`src/rtl/ddio.sv`:
```
// Double-data-rate input capture: each lane is sampled on both edges of inclock
// and the pair is presented together, aligned to the rising edge.
module ddio #(
  parameter int unsigned        WIDTH      = 8,
  parameter logic [WIDTH-1:0]   INIT_VALUE = '0
) (
  input  logic             inclock,
  input  logic             sclr,
  input  logic [WIDTH-1:0] datain,
  output logic [WIDTH-1:0] dataout_h,
  output logic [WIDTH-1:0] dataout_l
);

  // Power-up values come from the declaration initialisers below.
  logic [WIDTH-1:0] cap_l_q = INIT_VALUE;
  logic [WIDTH-1:0] out_h_q = INIT_VALUE;
  logic [WIDTH-1:0] out_l_q = INIT_VALUE;

  logic [WIDTH-1:0] cap_l_d;
  logic [WIDTH-1:0] out_h_d;
  logic [WIDTH-1:0] out_l_d;

  // Reset takes priority over capture on every register.
  always_comb begin
    cap_l_d = datain;
    out_h_d = datain;
    out_l_d = cap_l_q;
    if (sclr) begin
      cap_l_d = INIT_VALUE;
      out_h_d = INIT_VALUE;
      out_l_d = INIT_VALUE;
    end
  end

  // The falling-edge sample sits in cap_l for half a cycle, then joins
  // the rising-edge sample so the pair is presented together.
  always_ff @(negedge inclock) begin
    cap_l_q <= cap_l_d;
  end

  always_ff @(posedge inclock) begin
    out_h_q <= out_h_d;
    out_l_q <= out_l_d;
  end

  assign dataout_h = out_h_q;
  assign dataout_l = out_l_q;

endmodule

```
`config.mk`:
```
export PLATFORM = sky130hd
export DESIGN_NAME = ddio
export DESIGN_NICKNAME = d
export VERILOG_FILES = /design/src/rtl/ddio.sv
export SDC_FILE = /design/constraint.sdc
export NUM_CORES = 1
export LEC_CHECK = 0
export ABC_AREA = 0
export ABC_CLOCK_PERIOD_IN_PS = 800
export CORE_MARGIN = 3
export CORE_UTILIZATION = 38
export CTS_BUF_LIST = sky130_fd_sc_hd__clkbuf_4 sky130_fd_sc_hd__clkbuf_8
export DETAILED_ROUTE_END_ITERATION = 6
export PLACE_DENSITY = 0.75
export REMOVE_ABC_BUFFERS = 1
export SETUP_SLACK_MARGIN = 0.02
export SLEW_MARGIN = 20
export SYNTH_ARGS = -nofsm -noshare
export SYNTH_HDL_FRONTEND = slang
export SYNTH_SLANG_ARGS = --single-unit
export TNS_END_PERCENT = 100
```
`constraint.sdc`:
```
create_clock -name inclock -period 0.8 [get_ports inclock]
set_input_delay 0.16 -clock inclock [delete_from_list [all_inputs] [get_ports inclock]]
set_output_delay 0.16 -clock inclock [all_outputs]
set_load 0.02 [all_outputs]
```
==> results.md <==
- Family with the most delay on the worst path: flip-flops
- Post-synthesis to final-layout area growth: 69.3%
- Initial Util: 0.412
- Largest family of logic cells by synthesized area: simple AND/OR/NAND/NOR gates
- Die height: 46.7 um
- Post-synthesis share of cell area spent on xor and xnor gates: 0
- Final core utilization: 0.698
- Remaining DRCs: 0
- Routability-driven placement congestion ratio: 0.582
- Syn_area_per_cell: 15.0 um^2
- Placed insts: 84
- Drt first pass iters: 2
- Vias in the first global route: 375
- Die W: 46.7 um
- Vias per Instance: 4.08
- Design area: 1060 um^2
- Beginning of the worst register-to-register path: cap_l_q[1]$_DFF_N_
- Share of post-route cells with drive strength above 1: 0.691
- Number of buffer cells added on primary ports: 25
- Worst path buffer plus inverter count: 0
- Hold path cells: 2
- Cell at the root of the clock tree: clkbuf_4
- Post-Synthesis Cells: 42
- Routed length on met2: 502 um
- Total inserted antenna cells: 0
- Post-detailed-route count of antenna-violating nets: 0
- Filler cell count in the final layout: 109
- All-layer global routing usage: 0.104
- DR WL met3: 130 um
- Synth Area in Simple Gates: 0.211
- Register cell area after layout: 499 um^2
- Maximum fanout count along the critical path: 1
- Total clock sinks: 24
- Final setup violation count: 24
- TritonCTS clock tree: built
- Slew of the pin with the lowest slew margin: 0.131 ns
- Capture instance of the worst register-to-register path: dataout_l[1]$_SDFF_PP0_
- Layout Cells excl Fill: 97
- Source-to-sink clock delay at the later pin of the worst-skew pair: 0.35 ns
- Top layer used by detailed routing: met4
- Worst setup skew after layout: 0.0557 ns
- H-tree levels: 1
- Data arrival time at the worst-slack endpoint: 1.22 ns
- Pin count of the biggest net entering global routing: 13
- Worst hold margin: 0.207 ns
- Number of library cell types mapped by synthesis: 6
- Startpoint Class: flop
- Final worst slack: -0.214 ns
- # nets final: 93
- Status: complete, but fails checks
- Failing checks: negative setup slack
- HP Class: in2reg
- Start point of the worst min-delay path: datain[0]
- Post-Route WL: 984 um
- Fin. max-slew vios: 0
- Clock slew seen by the registers of the worst setup and hold paths: 0.12 ns
- CP startpoint: cap_l_q[1]$_DFF_N_
- M1 wire length: 341 um
- CP max stage cell: dfxtp_1
- RSZ-0062 raised after global routing: yes
- Category of the worst setup path capture point: flop
- Hold-fix buffers, CTS: 0
- Delay contributed by the slowest stage of the critical path: 0.29 ns
- Max cap viols: 0
- Full die area: 2180 um^2
- Final routed wire length divided by cell count: 10.1 um
- Row count: 14
- Core area: 1520 um^2
- Register bit total from synthesis: 24
- DRT iter0 DRCs: 4
- Fraction of synthesized area in multiplexers: 0
- Multi-input gate area in the final layout: 185 um^2
- Rel. slew slack: 0.912
- Wire length of the first global-routing pass: 1.53 mm
- Worst path required time: 1.01 ns
- Placement-stage cell area: 902 um^2
- Worst reg-to-reg setup slack: -0.21 ns
- Inserted Clock Buffers: 3
- Remaining global-route overflow: 0
- Reg2reg path depth: 1
- IO Count: 26
- Total leakage power: 0.526 nW
- Count of synthesis-stage warnings from yosys: 0
- Compound-cell area share of the yosys netlist: 0
- Worst slack after detailed placement: -0.633 ns
- VDD IR-drop max: 1.33 mV
- Hold worst-path end: dataout_h[0]$_DFF_P_
- Netlist Area Pre-Place: 628 um^2
- Power per Cell Area: 2030 nW/um^2
- Overall via count from detail_route: 396
- Clk buf depth: 2
- Adder-cell share of the synthesized area: 0
- Critical path, cell by cell: and2b_2
- Register area share after synthesis: 0.765
- Start-to-end type of the worst setup path: reg2reg
- Hold violation count in the final report: 0
- Number of antenna violations at the first check in global routing: 0
-- through the flow --
step,TNS (ns),power (W)
after floorplan,-1.18,0.00145
after global placement,-12.23,0.00158
after detailed placement,-12.79,0.00159
after CTS,-3.41,0.00218
after global routing,-3.88,0.00227
final,-3.21,0.00216
-- synth_stat cells (all sizes together) --
cell type,n,share of area
dfxtp,24,0.76
inv,1,0.0060
nor2b,10,0.13
and2b,6,0.084
buf,1,0.018
-- cells in the final DEF, fill, tap and decap left out --
master,Yosys,routed
nor2b_2,7,1
and2b_2,6,6
nor2b_4,0,9
clkdlybuf4s15_2,0,1
dlygate4sd2_1,0,8
clkbuf_4,0,3
inv_1,1,8
buf_4,0,3
buf_6,1,18
dfxtp_1,24,9
dfxtp_2,0,15
-- cell type report --
type / count / share of cell area
repair buffers: 30 / 0.288
flip-flops and latches: 24 / 0.469
multi-input cells: 16 / 0.174
clock inverters: 8 / 0.0282
well taps: 16 / 0.0188
clock buffers: 3 / 0.0212
-- kinds of logic after synthesis --
kind of cell  count (synthesis)
buf+inv                       2
flops                        24
simple gates                 16
-- registers in the layout, indices dropped and copies added (netlist names) --
signal,count
dataout_l,8
dataout_h,8
cap_l_q,8
-- per-layer routing --
| layer | track usage | vias up |
|---|---|---|
| li1 | - | 204 |
| met1 | 0.0929 | 173 |
| met2 | 0.179 | 17 |
| met3 | 0.0547 | 2 |
| met4 | 0.0663 | 0 |
| met5 | 0 | - |
-- power breakdown --
group          total [W]  leakage, nW  switching (W)  internal, W
Combinational   0.000261        0.266       0.000105     0.000156
Clock           0.000613       0.0564       0.000387     0.000226
Sequential       0.00128        0.204      0.0000200      0.00126
-- timing repair --
item / in CTS / in global routing
endpoints found under the setup margin: 32 / 24
resized for setup: 136 / 0
setup buffers: 3 / 0
-- how the worst max path moves through the flow --
stage                                    to  slack [ns]  depth (start not counted)
global route        dataout_l[1]$_SDFF_PP0_       -0.24                          1
floorplan           dataout_l[0]$_SDFF_PP0_       -0.15                          1
detailed placement       cap_l_q[4]$_DFF_N_       -0.63                          3
CTS                 dataout_l[1]$_SDFF_PP0_       -0.21                          1
global placement         cap_l_q[4]$_DFF_N_       -0.60                          3
finish              dataout_l[1]$_SDFF_PP0_       -0.21                          1
No activity file was read; power rests on OpenSTA's default activity.
